**config.mk**
```make
export PLATFORM = sky130hd
export DESIGN_NAME = alu_datapath
export DESIGN_NICKNAME = d
export VERILOG_FILES = /design/src/rtl/alu_datapath.sv
export SDC_FILE = /design/constraint.sdc
export NUM_CORES = 1
export LEC_CHECK = 0
export ABC_CLOCK_PERIOD_IN_PS = 3300
export BUFFER_PORTS_ARGS = -buffer_cell sky130_fd_sc_hd__buf_2
export CAP_MARGIN = 20
export CORE_MARGIN = 5
export CORE_UTILIZATION = 50
export DETAILED_ROUTE_END_ITERATION = 16
export HOLD_SLACK_MARGIN = 0.15
export PLACE_DENSITY_LB_ADDON = 0.3
export RECOVER_POWER = 50
export SYNTH_ARGS = -nofsm -noshare
export SYNTH_HDL_FRONTEND = slang
export SYNTH_HIERARCHICAL = 1
export SYNTH_SLANG_ARGS = --single-unit
```
**constraint.sdc**
```tcl
create_clock -name CLK -period 3.3 [get_ports CLK]
set_input_delay 0.66 -clock CLK [delete_from_list [all_inputs] [get_ports CLK]]
set_output_delay 0.66 -clock CLK [all_outputs]
set_load 0.02 [all_outputs]
```
**src/rtl/alu_datapath.sv**
```systemverilog
// Register-file ALU datapath: four registers, 8-op ALU, 4-entry FWFT output FIFO, sticky overflow.
// Latency: loads/pushes take effect on the next CLK edge; pushed data is on OUT_DATA one cycle later.
// Backpressure: OUT_VALID/OUT_READY; pushes into a full FIFO without a pop are dropped and set OVERFLOW.
// Optional ZERO/CARRY flag registers are built only when ALU_DATAPATH_FLAGS_EN is defined.

// Generic FWFT FIFO used for the datapath output queue.
// Latency: a push is visible at out_dat/out_vld after one edge.
// Backpressure: a push while full is accepted only with a same-cycle pop; otherwise drop_vld pulses.
module alu_datapath_fifo #(
  parameter int WIDTH = 8,
  parameter int DEPTH = 4
) (
  input  logic             CLK,
  input  logic             RESET_N,
  input  logic             push_vld,
  input  logic [WIDTH-1:0] push_dat,
  input  logic             pop_rdy,
  output logic [WIDTH-1:0] out_dat,
  output logic             out_vld,
  output logic             drop_vld
);
  localparam int AW = $clog2(DEPTH);
  localparam int CW = AW + 1;

  logic [WIDTH-1:0] mem [DEPTH];
  logic [AW-1:0]    wr_ptr;
  logic [AW-1:0]    rd_ptr;
  logic [CW-1:0]    count;
  logic             full;
  logic             pop;
  logic             wr;

  assign full     = (count == CW'(DEPTH));
  assign out_vld  = (count != '0);
  assign pop      = out_vld & pop_rdy;
  assign wr       = push_vld & (~full | pop);
  assign drop_vld = push_vld & full & ~pop;
  assign out_dat  = mem[rd_ptr];

  // DEPTH is a power of two, so pointers wrap naturally.
  always_ff @(posedge CLK or negedge RESET_N) begin
    if (!RESET_N) begin
      wr_ptr <= '0;
      rd_ptr <= '0;
      count  <= '0;
    end else begin
      if (wr)  wr_ptr <= wr_ptr + AW'(1);
      if (pop) rd_ptr <= rd_ptr + AW'(1);
      count <= count + CW'(wr) - CW'(pop);
    end
  end

  always_ff @(posedge CLK) begin
    if (wr) mem[wr_ptr] <= push_dat;
  end
endmodule

// Top-level datapath: operand muxing, ALU, register loads, push select and overflow tracking.
// Latency: one edge from CE/W to register/FIFO update; flags registered with the R2/R3 load.
// Backpressure: consumer stalls via OUT_READY; producer is never stalled, excess pushes set OVERFLOW.
module alu_datapath #(
  parameter int WIDTH = 8
) (
  input  logic             CLK,
  input  logic             RESET_N,
  input  logic             CLR,
  input  logic [2:0]       W,
  input  logic [3:0]       CE,
  input  logic [1:0]       SEL,
  input  logic [2:0]       S,
  input  logic [WIDTH-1:0] DIN_A,
  input  logic [WIDTH-1:0] DIN_B,
  output logic [WIDTH-1:0] OUT_DATA,
  output logic             OUT_VALID,
  input  logic             OUT_READY,
  output logic             OVERFLOW,
  output logic             ZERO,
  output logic             CARRY
);
  logic [WIDTH-1:0] r0, r1, r2, r3;
  logic [WIDTH-1:0] op_a;
  logic [WIDTH-1:0] alu_res;
  logic [WIDTH:0]   sum_ext;
  logic [WIDTH:0]   diff_ext;
  logic [WIDTH-1:0] push_dat;
  logic             drop_vld;
  logic             overflow_q;

  always_comb begin
    op_a = r0;
    case (SEL)
      2'b00: op_a = r0;
      2'b01: op_a = r3;
      2'b10: op_a = r1;
      2'b11: op_a = r2;
      default: op_a = r0;
    endcase
  end

  // Extended-width add/sub give carry-out and borrow in the top bit.
  assign sum_ext  = {1'b0, op_a} + {1'b0, r1};
  assign diff_ext = {1'b0, op_a} - {1'b0, r1};

  always_comb begin
    alu_res = op_a;
    case (S)
      3'b000: alu_res = op_a;
      3'b001: alu_res = sum_ext[WIDTH-1:0];
      3'b010: alu_res = diff_ext[WIDTH-1:0];
      3'b011: alu_res = op_a & r1;
      3'b100: alu_res = op_a | r1;
      3'b101: alu_res = op_a ^ r1;
      3'b110: alu_res = ~op_a;
      3'b111: alu_res = {op_a[WIDTH-2:0], 1'b0};
      default: alu_res = op_a;
    endcase
  end

  always_ff @(posedge CLK or negedge RESET_N) begin
    if (!RESET_N) begin
      r0 <= '0;
      r1 <= '0;
      r2 <= '0;
      r3 <= '0;
    end else if (CLR) begin
      r0 <= '0;
      r1 <= '0;
      r2 <= '0;
      r3 <= '0;
    end else begin
      if (CE[0]) r0 <= DIN_A;
      if (CE[1]) r1 <= DIN_B;
      if (CE[2]) r2 <= alu_res;
      if (CE[3]) r3 <= alu_res;
    end
  end

`ifdef ALU_DATAPATH_FLAGS_EN
  logic alu_carry;
  logic zero_q;
  logic carry_q;

  always_comb begin
    alu_carry = 1'b0;
    case (S)
      3'b001:  alu_carry = sum_ext[WIDTH];
      3'b010:  alu_carry = diff_ext[WIDTH];
      3'b111:  alu_carry = op_a[WIDTH-1];
      default: alu_carry = 1'b0;
    endcase
  end

  always_ff @(posedge CLK or negedge RESET_N) begin
    if (!RESET_N) begin
      zero_q  <= 1'b0;
      carry_q <= 1'b0;
    end else if (CLR) begin
      zero_q  <= 1'b0;
      carry_q <= 1'b0;
    end else if (CE[2] | CE[3]) begin
      zero_q  <= (alu_res == '0);
      carry_q <= alu_carry;
    end
  end

  assign ZERO  = zero_q;
  assign CARRY = carry_q;
`else
  assign ZERO  = 1'b0;
  assign CARRY = 1'b0;
`endif

  always_comb begin
    push_dat = r2;
    case (W[1:0])
      2'b00: push_dat = r2;
      2'b01: push_dat = r3;
      2'b10: push_dat = r0;
      2'b11: push_dat = r1;
      default: push_dat = r2;
    endcase
  end

  alu_datapath_fifo #(
    .WIDTH (WIDTH),
    .DEPTH (4)
  ) u_out_fifo (
    .CLK      (CLK),
    .RESET_N  (RESET_N),
    .push_vld (W[2]),
    .push_dat (push_dat),
    .pop_rdy  (OUT_READY),
    .out_dat  (OUT_DATA),
    .out_vld  (OUT_VALID),
    .drop_vld (drop_vld)
  );

  // CLR wins over a same-cycle dropped push so the clear is always clean.
  always_ff @(posedge CLK or negedge RESET_N) begin
    if (!RESET_N)      overflow_q <= 1'b0;
    else if (CLR)      overflow_q <= 1'b0;
    else if (drop_vld) overflow_q <= 1'b1;
  end

  assign OVERFLOW = overflow_q;
endmodule

```
# [Yosys cells after proc, flatten, opt, wreduce, memory -nomap -nowiden]
# Memory sizes are Yosys's and may differ from the RTL's.
# Index checks and enable logic that the tools add are counted.
[op_classes] add_sub_neg=6 n_eq_ne=14 n_mux=15 bitwise_logic=11 n_reduce_logical=9
[ops] cell="$mux 8" count=8
[ops] cell="$pmux 8 s4" count=2
[ops] cell="$pmux 8 s8" count=1
[ops] cell="$eq 3x3->1 const B" count=5
[ops] cell="$reduce_bool 2->1" count=5
[ops] cell="$add 8x8->8" count=1
[ops] cell="$and 8x8->8" count=1
[ops] cell="$eq 2x2->1 const B" count=4
[ops] cell="$not 8->8" count=1
[ops] cell="$or 8x8->8" count=1
[ops] cell="$sub 8x8->8" count=1
[ops] cell="$xor 8x8->8" count=1
[ops] cell="$eq 3x2->1 const B" count=2
[ops] cell="$add 2x1->2 const B" count=2
[ops] cell="$and 1x1->1" count=4
[ops] cell="$eq 2x1->1 const B" count=2
[ops] cell="$logic_not 2->1" count=2
[ops] cell="$mux 1" count=4
[ops] cell="$add 3x1->3" count=1
[ops] cell="$eq 3x1->1 const B" count=1
[ops] cell="$logic_not 3->1" count=1
[ops] cell="$reduce_bool 3->1" count=1
[ops] cell="$sub 3x1->3" count=1
[ops] cell="$not 1->1" count=2
[ops] cell="$or 1x1->1" count=1
[word_totals] ff_bits=40 ram_bits=32 inputBits=32 out_inout_bits=12 wordCells=64 n_memories=1
[mem_list] name="u_out_fifo.mem" depth=4 width=8 read_ports=1 rd_ports_with_merged_regs=0 write_ports=1 line="25" text="logic [WIDTH-1:0] mem [DEPTH];"

# [Depth between registers and ports, before layout]
# Gate-level depths: netlist (run 1).
[logic_depth] depth_word=6 mapped_depth=11 mapped_depth_nobuf=10

# [By module]
# Netlist (run 1), hierarchy kept.
[modules_own_cells] module="alu_datapath" n_inst=1 cells_each=351 area_each_um2=3284.4 seq_area_each_um2=825.8
[modules_own_cells] module="alu_datapath_fifo" n_inst=1 cells_each=78 area_each_um2=1592.8 seq_area_each_um2=1136.1

# [Least setup slack after synthesis (run 1)]
# No wires, ideal clock.
[synth_timing] kind="in2reg" start="in S[0]" end="reg r3[1]" setup_ns=0.130 t_arrival_ns=2.953 required_ns=3.170 slack_ns=0.218 path_stages=10 path_buffers=2 cell_sequence="buf_2 > buf_2 > nor3b_2 > mux2_2 > fa_1 > inv_1 > a2111oi_0 > a221oi_1 > a21oi_1 > o32ai_1"
[synth_via] elab_chain_cells=4 word_cells_on_any_way=11 classes_between="eq/ne (7); mux (3); reduce/logical (1)"
[synth_lines] element="from (decl)" line="70" text="input logic [2:0] S,"
[synth_lines] element="$eq 3x3->1 (tied with other cells)" line="106" text="case (S)"
[synth_lines] element="$pmux 8 s8 (*)" line="106"
[synth_lines] element="$mux 8 (*)" line="134" text="if (CE[3]) r3 <= alu_res;"
[synth_lines] element="$mux 8 (*)" line="125" text="end else if (CLR) begin"
[synth_lines] element="to (signal assigned)" line="134"
[synth_lines] element="to (decl)" line="80" text="logic [WIDTH-1:0] r0, r1, r2, r3;"
# Every way passes the cells marked *; elsewhere a longest branch is shown, timed or not. The select of a mux whose other input is x is not followed.
# A chain may end at the register's enable or synchronous reset.

# [Worst setup path after layout (run 1)]
[layout_timing] start="in SEL[0]" end="reg r3[1]"
[layout_via] elab_chain_cells=6 word_cells_on_any_way=14 classes_between="add/sub (2); eq/ne (3); mux (4); bitwise (4); reduce/logical (1)"
[layout_lines] element="from (decl)" line="69" text="input logic [1:0] SEL,"
[layout_lines] element="$eq 2x2->1 (tied with other cells)" line="91" text="case (SEL)"
[layout_lines] element="$pmux 8 s4 (*)" line="91"
[layout_lines] element="$sub 8x8->8 (tied with other cells)" line="102" text="assign diff_ext = {1'b0, op_a} - {1'b0, r1};"
[layout_lines] element="$pmux 8 s8 (*)" line="106"
[layout_lines] element="$mux 8 (*)" line="134"
[layout_lines] element="$mux 8 (*)" line="125"
# Marked as above.

==> results by group, run 1 <==
Cells and area
  • Share of cells above drive strength 1: 22.4%
  • P&R area growth vs syn: 9.90%
  • ANT cells: 0
  • Final net count: 522

Clock tree
  • # hold bufs at CTS: 0
  • CTS tree: done
  • H-tree depth: 3
  • Setup Fix Bufs, Post-CTS: 0
  • Clock Path Buffers: 2
  • CTS resizes: 0
  • Total CTS buffers: 9
  • Clk sink count: 72
  • Clk Latency, worst-skew pair: 360 ps
  • CTS root buffer: clkbuf_8
  • Clock Pin Slew Worst Setup and Hold Paths: 70 ps

Global route
  • GRT Util Overall: 19.9%
  • Vias in the first global route: 3483
  • Remaining global-route overflow: 0
  • Initial antenna violation count: 0
  • Largest net degree at the start of global routing: 41
  • First-pass GRT wire length: 17900 µm

Setup path
  • Worst R2R Setup Slack: 520 ps
  • Worst Setup Start Kind: input pin
  • Critical path endpoint category: flip-flop
  • Crit path kind: input pin to flip-flop
  • Worst path arrival time: 3070 ps
  • CP max FO: 4
  • Req. time, crit path: 3550 ps

Floorplanning
  • Die height: 109 µm
  • Io pins: 44
  • Die width: 109 µm
  • Row cnt: 36
  • Full die area: 11800 µm²
  • Starting Density: 50.6%
  • Core Area: 9640 µm²

Timing
  • Worst-margin pin slew: 2230 ps
  • TNS Setup: 0 ps
  • Crit path time final: 2820 ps
  • Max Clk Rate: 354 MHz
  • Hold Slack: 496 ps
  • Final max-slew violation count: 80
  • Final Hold Viols: 0
  • Worst relative slew slack: -48.5%
  • Final number of setup-violating endpoints: 0
  • RSZ-0062 raised after global routing: false
  • Crit share post-route: 85.6%
  • Worst Skew: 15.0 ps

Pwr
  • Int Pwr: 2.00 mW
  • Sequential cell fraction of total power: 41.9%
  • Cell Pwr Density: 559 nW/µm²
  • Leak: 2.27 nW
  • NetSw: 0.998 mW
  • Clk pwr share: 25.7%
  • VDD IR max: 0.291 mV
  • Sw frac: 33.3%
  • Comb pwr share: 32.3%

Yosys
  • Largest family of logic cells by synthesized area: multiplexers
  • Post-Synth Adder-Cell Area: 8.26%
  • Cell taking the most area after synthesis: dfrtp_1
  • Post-synth top area share: 20.5%
  • Synth Area in Compound Gates: 13.2%
  • Post-Syn Area: 4880 µm²
  • Sequential area share after synthesis: 40.2%
  • Primary FF master, synth: dfrtp_1
  • Synth area leaders: dfrtp_1 21%, edfxtp_1 20%, mux4_2 11%
  • Syn Inst Count: 429
  • Fraction of the mapped netlist area in simple logic gates: 12.3%
  • Post-synth EDFFs: 32
  • Syn Area/Cell: 11.4 µm²
  • Multiplexer area fraction after synthesis: 18.5%
  • Netlist cell types: 65
  • Post-Synth XOR/XNOR Area: 2.33%
  • Commonest cells post-synth: 40 x dfrtp_1, 36 x nor2_1, 32 x edfxtp_1
  • FF+latch count, synth: 72
  • Async SR Flop Fraction: 55.6%
  • Top-count cell post-synth: dfrtp_1
  • Synthesis Warnings: 6

Placement
  • IO Port Bufs: 41
  • Final GP Congestion: 0.898
  • Hpwl dp: 8120 µm

Status
  • Status: complete, but fails checks
  • Failing checks: capacitance limit, slew limit

Hold path
  • Hold/Removal Path Class: flip-flop to flip-flop

Drt
  • DRC: 0
  • Via count: 3564
  • Mean routed wirelength per cell: 18.2 µm
  • Total detailed-routing wirelength: 10900 µm
  • DRT Pass-1 Iters: 4
  • Iteration-0 DRC Markers: 267
  • Post-route ant nets: 0
  • Routed vias/inst: 5.97

Flow run
  • Max Cap Violations: 2
[routing by layer]
metal  track usage, %  vias to the layer above  share of wire [%]
met5                0                        -                  0
met4             7.94                        0                2.9
met3             3.91                       22                6.8
met2             32.1                      143                 48
met1             26.5                     1725                 42
li1                 -                     1674                  -
[worst paths after layout]
check / to / depth (start not counted) / start
min in group asynchronous: r1[5] / 1 / RESET_N
setup / recovery: r3[1] / 10 / SEL[0]
setup reg to reg: r3[1] / 9 / r1[0]
max in group asynchronous: u_out_fifo/rd_ptr[1] / 1 / RESET_N
hold reg to reg: OVERFLOW / 2 / OVERFLOW
hold / removal: OVERFLOW / 2 / OVERFLOW
[logic make-up after synthesis]
group / after synthesis
AO/OA/AOI/OAI: 89
XOR/XNOR: 13
adder cells (fa/ha/maj): 31
buffers and inverters: 56
flip-flops: 72
multiplexers: 55
other: 1
AND/OR/NAND/NOR: 112
[cell type report]
type	instances	area (µm²)
well taps	133	166
repair buffers	51	277
inverters	23	86.3
clock inverters	7	95.1
clock buffers	9	124
flip-flops and latches	72	1960
multi-input cells	302	2650
fillers	839	4280
[registers in the layout, indices dropped and copies added, names as in the netlist]
| name | flops |
|---|---|
| r1 | 8 |
| OVERFLOW | 1 |
| u_out_fifo/rd_ptr | 2 |
| u_out_fifo/count | 3 |
| u_out_fifo/wr_ptr | 2 |
| u_out_fifo/mem | 32 |
| r0 | 8 |
| r2 | 8 |
| r3 | 8 |
[power groups by stage]
| stage | sequential [mW] | combinational, mW | clock [mW] |
|---|---|---|---|
| finish | 1.26 | 0.968 | 0.770 |
| global route | 1.28 | 1.07 | 0.834 |
| CTS | 1.27 | 0.986 | 0.780 |
| detailed placement | 1.29 | 0.983 | 0 |
| global placement | 1.28 | 0.959 | 0 |
| floorplan | 1.20 | 0.819 | 0 |
[metrics by stage]
| stage | area, µm² | setup slack [ps] | power (mW) | utilization [%] | cells |
|---|---|---|---|---|---|
| 2_1_floorplan | 4880 | 218 | 2.02 | - | 430 |
| 3_3_place_gp | 5160 | 227 | 2.23 | 53.6 | 581 |
| 3_5_place_dp | 5160 | 124 | 2.27 | 53.6 | 581 |
| 4_1_cts | 5380 | 489 | 3.03 | 55.8 | 597 |
| 5_1_grt | 5360 | 331 | 3.18 | 55.6 | 597 |
| 6_report | 5360 | 477 | 2.99 | 55.6 | 597 |
[critical path, cell delays in order]
cell and delay [ps]:
buf_2 150, mux4_1 650, inv_1 160, ha_1 180, fa_1 410, inv_1 80
mux2i_1 80, a221oi_1 300, a21oi_1 100, o32ai_1 300
[cells in the final DEF (no fill, tap or decap), types with 8 or more instances in the layout]
master,instances
dfrtp_1,40
buf_2,38
nor2_1,36
edfxtp_1,32
ha_1,29
mux2i_1,23
inv_1,23
mux4_2,23
a21oi_1,18
nand2_1,15
xnor2_1,12
a31oi_1,10
nand2b_1,10
buf_4,10
nor3_1,9
clkbuf_8,9
o22ai_1,8
(Power assumes the default switching activity.)
==> run 2: changes to the inputs <==
Settings changed: BUFFER_PORTS_ARGS -buffer_cell sky130_fd_sc_hd__buf_2 to -buffer_cell sky130_fd_sc_hd__clkbuf_2.
==> run 2 against run 1 <==
- the run still ends with capacitance limit, slew limit left
- register-to-register slack worse by 40 ps
- power up 2.5%
- sequential cell count unchanged
- critical path type unchanged
- largest power group unchanged
- highest routed layer unchanged
==> results by group, run 2 (synthesized netlist as in run 1, its figures left out) <==
Timing
  • Crit path time final: 2840 ps
  • Worst-margin pin slew: 1660 ps
  • Worst relative slew slack: -10.7%
  • Crit share post-route: 85.9%
  • Max Clk Rate: 353 MHz
  • Final Hold Viols: 0
  • Final number of setup-violating endpoints: 0
  • Worst Skew: 7.43 ps
  • RSZ-0062 raised after global routing: false
  • Hold Slack: 274 ps
  • Final max-slew violation count: 71
  • TNS Setup: 0 ps

Global route
  • First-pass GRT wire length: 17800 µm
  • Vias in the first global route: 3442
  • Initial antenna violation count: 0
  • Remaining global-route overflow: 0
  • GRT Util Overall: 19.5%
  • Largest net degree at the start of global routing: 41

Flow run
  • Max Cap Violations: 2

Cells and area
  • ANT cells: 0
  • P&R area growth vs syn: 10.2%
  • Final instance area: 5370 µm²
  • Reg with most FFs: u_out_fifo/mem
  • Share of cells above drive strength 1: 21.8%
  • Commonest non-fill, non-tap cell in the layout: dfrtp_1
  • Post-route non-filler standard cell count: 596
  • Max reg flops: 32
  • Final net count: 521
  • Most frequent cells in the layout: 40 x dfrtp_1, 38 x clkbuf_2, 36 x nor2_1, 32 x edfxtp_1, 29 x ha_1
  • Filler Cell Count: 847

Setup path
  • FF-to-FF End: r3[1]
  • Critical path endpoint: r3[1]
  • Crit-path slowest cell: mux4_1
  • Worst Setup Start Kind: input pin
  • CP max FO: 5
  • CP Launch Point: SEL[0]
  • FF-to-FF Start: r1[0]
  • Worst path max stage delay: 630 ps
  • Crit path kind: input pin to flip-flop
  • Critical path endpoint category: flip-flop
  • Worst-path cell chain: clkbuf_2 -> mux4_1 -> inv_1 -> ha_1 -> fa_1 -> inv_1 -> mux2i_1 -> a221oi_1 -> a21oi_1 -> o32ai_1
  • Worst R2R Setup Slack: 480 ps
  • Cell mode on critical path: inv_1
  • Worst reg2reg path depth: 9
  • Req. time, crit path: 3550 ps
  • Worst path arrival time: 3080 ps

Clock tree
  • Clock Path Buffers: 2
  • CTS tree: done
  • H-tree depth: 3
  • Clock Pin Slew Worst Setup and Hold Paths: 80 ps
  • # hold bufs at CTS: 0
  • Clk sink count: 72
  • Clk Latency, worst-skew pair: 350 ps
  • Setup Fix Bufs, Post-CTS: 0
  • CTS resizes: 0
  • Total CTS buffers: 9
  • CTS root buffer: clkbuf_8

Placement
  • Hpwl dp: 8110 µm
  • IO Port Bufs: 41
  • Final GP Congestion: 0.921
  • DP Area: 5150 µm²
  • # placed instances: 579

Drt
  • Routed vias/inst: 5.98
  • Total detailed-routing wirelength: 10900 µm
  • DRC: 0
  • Iteration-0 DRC Markers: 238
  • Post-route ant nets: 0
  • Mean routed wirelength per cell: 18.2 µm
  • DRT Pass-1 Iters: 5
  • Via count: 3565

Floorplanning
  • Die height: 109 µm
  • Full die area: 11800 µm²
  • Die width: 109 µm
  • Starting Density: 50.6%
  • Row cnt: 36
  • Io pins: 44
  • Core Area: 9640 µm²

Pwr
  • Cell Pwr Density: 572 nW/µm²
  • VDD IR max: 0.327 mV
  • Leak: 2.27 nW

Status
  • Failing checks: capacitance limit, slew limit
  • Status: complete, but fails checks

Hold path
  • Hold/Removal Path Class: input pin to async pin
run 2: cell types whose count changed in the layout (fill, tap and decap cells not counted):
cell	change
buf_2	-38
buf_4	-2
bufinv_16	+1
clkbuf_1	+1
clkbuf_2	+38
clkinv_1	+1
clkinv_2	-2
run 2: worst min path at each step:
| stage | end | cells past startpoint | start | slack [ps] |
|---|---|---|---|---|
| floorplan | OVERFLOW | 0 | RESET_N | 360 |
| global placement | OVERFLOW | 2 | OVERFLOW | 470 |
| detailed placement | OVERFLOW | 2 | OVERFLOW | 490 |
| CTS | r1[7] | 1 | RESET_N | 500 |
| global route | r1[6] | 1 | RESET_N | 320 |
| finish | r0[7] | 1 | RESET_N | 270 |
run 2: power by group:
group,internal (mW),leakage (nW),switching [mW]
Clock,0.503,0.117,0.336
Combinational,0.459,1.33,0.512
Sequential,1.11,0.824,0.151
run 2: layout make-up:
class,count,area [µm²],share of cell area [%]
clock inverters,7,119,2.21
well taps,133,166,3.10
clock buffers,9,124,2.31
flip-flops and latches,72,1960,36.5
multi-input cells,302,2650,49.3
repair buffers,50,265,4.94
inverters,23,86.3,1.61
run 2: per-stage QoR:
step / worst slack (ps) / power [mW] / util (%)
global route: 291 / 3.24 / 55.7
finish: 464 / 3.07 / 55.7
CTS: 511 / 3.11 / 55.9
global placement: 214 / 2.23 / 53.4
detailed placement: 169 / 2.27 / 53.4
floorplan: 218 / 2.02 / -
run 2: per-layer routing:
| metal | wire (µm) | track usage [%] | up-vias |
|---|---|---|---|
| met1 | 4560 | 26.0 | 1721 |
| met5 | 0 | 0 | - |
| met2 | 5260 | 31.6 | 139 |
| met3 | 691 | 3.26 | 26 |
| met4 | 347 | 8.30 | 0 |
| li1 | - | - | 1679 |
run 2: worst max-delay path: cells and delay by family:
family,cells,cell delay [ps]
compound gates,3,720
mux,2,700
fa+ha+maj,2,580
buf+inv,3,420
==> run 3: changes to the inputs <==
Settings changed: ABC_CLOCK_PERIOD_IN_PS 3300 to 2680, PLACE_DENSITY set to 0.69, PLACE_DENSITY_LB_ADDON 0.3 to not set.
Clock period 3.3 ns to 2.68 ns, I/O delays scaled along.
==> run 3 against run 2 <==
- the run now ends clean
- clock power is 3.2% lower
- sequential power is 23% higher
- routed wire length is 8.1% higher
- register-to-register slack worse by 360 ps
- core utilization is 2.5 points higher
- first-iteration DRC count is 9.2% higher
- combinational power is 38% higher
- non-clock buffer count is 27 higher
- cell area is 4.4% higher
- global-route usage is 1.1 points higher
- critical path type is now flip-flop to flip-flop
- largest cell class unchanged
==> results by group, run 3 (synthesized netlist as in run 1, its figures left out) <==
Status
  • Status: finished clean

Cells and area
  • Reg with most FFs: u_out_fifo/mem
  • Commonest non-fill, non-tap cell in the layout: clkbuf_2
  • Most frequent cells in the layout: 41 x clkbuf_2, 38 x dfrtp_1, 36 x nor2_1, 33 x buf_4, 32 x edfxtp_1
  • Share of cells above drive strength 1: 29.4%
  • Final net count: 548
  • Final instance area: 5610 µm²
  • ANT cells: 0
  • Max reg flops: 32
  • P&R area growth vs syn: 15.0%
  • Post-route non-filler standard cell count: 623
  • Core Util, Final: 58.2%

Setup path
  • FF-to-FF Start: r1[1]
  • Req. time, crit path: 2880 ps
  • Worst reg2reg path depth: 8
  • Crit path kind: flip-flop to flip-flop
  • FF-to-FF End: r3[5]
  • Critical path endpoint category: flip-flop
  • Worst path max stage delay: 510 ps
  • Worst Setup Start Kind: flip-flop
  • Crit-path slowest cell: mux4_2
  • Cell family with most CP delay: compound AO/OA/AOI/OAI gates
  • Worst R2R Setup Slack: 120 ps
  • Worst path arrival time: 2760 ps
  • Buf/Inv on CP: 1
  • Worst-path cell chain: buf_4 -> mux4_2 -> ha_1 -> nor2b_1 -> o2111ai_2 -> and3_1 -> o21ai_1 -> a311oi_1
  • CP max FO: 5

Placement
  • DP Area: 5420 µm²
  • IO Port Bufs: 41
  • Worst slack at placement: -222 ps
  • # placed instances: 607
  • Final GP Congestion: 0.902
  • Hpwl dp: 8830 µm

Pwr
  • Leak: 2.40 nW
  • Pwr Total: 3.70 mW
  • Cell Pwr Density: 659 nW/µm²
  • Sequential cell fraction of total power: 41.8%
  • Clk pwr share: 22.0%
  • Sw frac: 34.0%
  • Int Pwr: 2.44 mW
  • Comb pwr share: 36.2%
  • VDD IR max: 0.313 mV
  • NetSw: 1.26 mW

Timing
  • Worst-margin pin slew: 1010 ps
  • Worst Skew: 13.1 ps
  • Hold Slack: 434 ps
  • Worst relative slew slack: 32.7%
  • Crit share post-route: 95.6%
  • Final max-slew violation count: 0
  • Final Hold Viols: 0
  • TNS Setup: 0 ps
  • Max Clk Rate: 390 MHz
  • Crit path time final: 2560 ps
  • Final number of setup-violating endpoints: 0
  • Final worst slack: 117 ps

Global route
  • GRT Util Overall: 20.7%
  • Initial antenna violation count: 0
  • Remaining global-route overflow: 0
  • First-pass GRT wire length: 18800 µm
  • Vias in the first global route: 3733
  • Largest net degree at the start of global routing: 41

Drt
  • Total detailed-routing wirelength: 11700 µm
  • Iteration-0 DRC Markers: 260
  • Via count: 3665
  • Routed vias/inst: 5.88
  • Mean routed wirelength per cell: 18.8 µm
  • DRC: 0
  • DRT Pass-1 Iters: 6
  • Post-route ant nets: 0

Clock tree
  • Clock Path Buffers: 2
  • # hold bufs at CTS: 0
  • Clk sink count: 72
  • Total CTS buffers: 9
  • H-tree depth: 3
  • Clock Pin Slew Worst Setup and Hold Paths: 70 ps
  • CTS root buffer: clkbuf_8
  • Clk Latency, worst-skew pair: 350 ps
  • CTS tree: done

Floorplanning
  • Core Area: 9640 µm²
  • Die height: 109 µm
  • Row cnt: 36
  • Die width: 109 µm
  • Full die area: 11800 µm²
  • Starting Density: 50.6%
  • Io pins: 44

Flow run
  • Max Cap Violations: 0

Hold path
  • Hold/Removal Path Class: input pin to async pin
[run 3: cell types whose count changed in the layout (fill, tap and decap cells not counted), moves of 2 or more]
cell,delta
ha_1,-2
dfrtp_2,+2
dfrtp_1,-2
nor2b_1,-2
buf_4,+25
bufinv_16,-2
clkinv_2,+2
clkbuf_2,+3
inv_2,+2
ha_4,+2
inv_1,-2
[run 3: how the worst max path moves through the flow]
| stage | startpoint | endpoint | slack, ps | cells past startpoint |
|---|---|---|---|---|
| CTS | r1[1] | r3[5] | 40 | 8 |
| finish | r1[1] | r3[5] | 120 | 8 |
| floorplan | S[0] | r2[6] | -8 | 11 |
| detailed placement | SEL[0] | r3[4] | -220 | 10 |
| global route | r1[0] | r3[7] | -6 | 11 |
| global placement | SEL[0] | r3[4] | -230 | 10 |
[run 3: layer usage]
layer / GRT usage, % / up-vias / wire [µm]
li1: - / 1737 / -
met1: 26.2 / 1788 / 4960
met2: 35.7 / 123 / 5920
met3: 3.26 / 17 / 570
met4: 7.75 / 0 / 275
met5: 0 / - / 0
[run 3: area by class of cell]
cell class / count / area, µm²
fillers: 839 / 4030
multi-input cells: 302 / 2730
flip-flops and latches: 72 / 1960
repair buffers: 77 / 480
well taps: 133 / 166
clock buffers: 12 / 135
inverters: 23 / 86.3
clock inverters: 4 / 47.5
[run 3: power groups by stage]
stage	clock [mW]	sequential, mW	combinational, mW
after global routing	0.879	1.57	1.46
after CTS	0.829	1.56	1.35
after detailed placement	0	1.58	1.35
after floorplan	0	1.48	1.05
after global placement	0	1.56	1.29
final	0.812	1.55	1.34
[run 3: what timing repair did]
action                                  CTS  global route
resized for setup                         0             8
endpoints found under the setup margin    0            14
setup buffers                             0             0
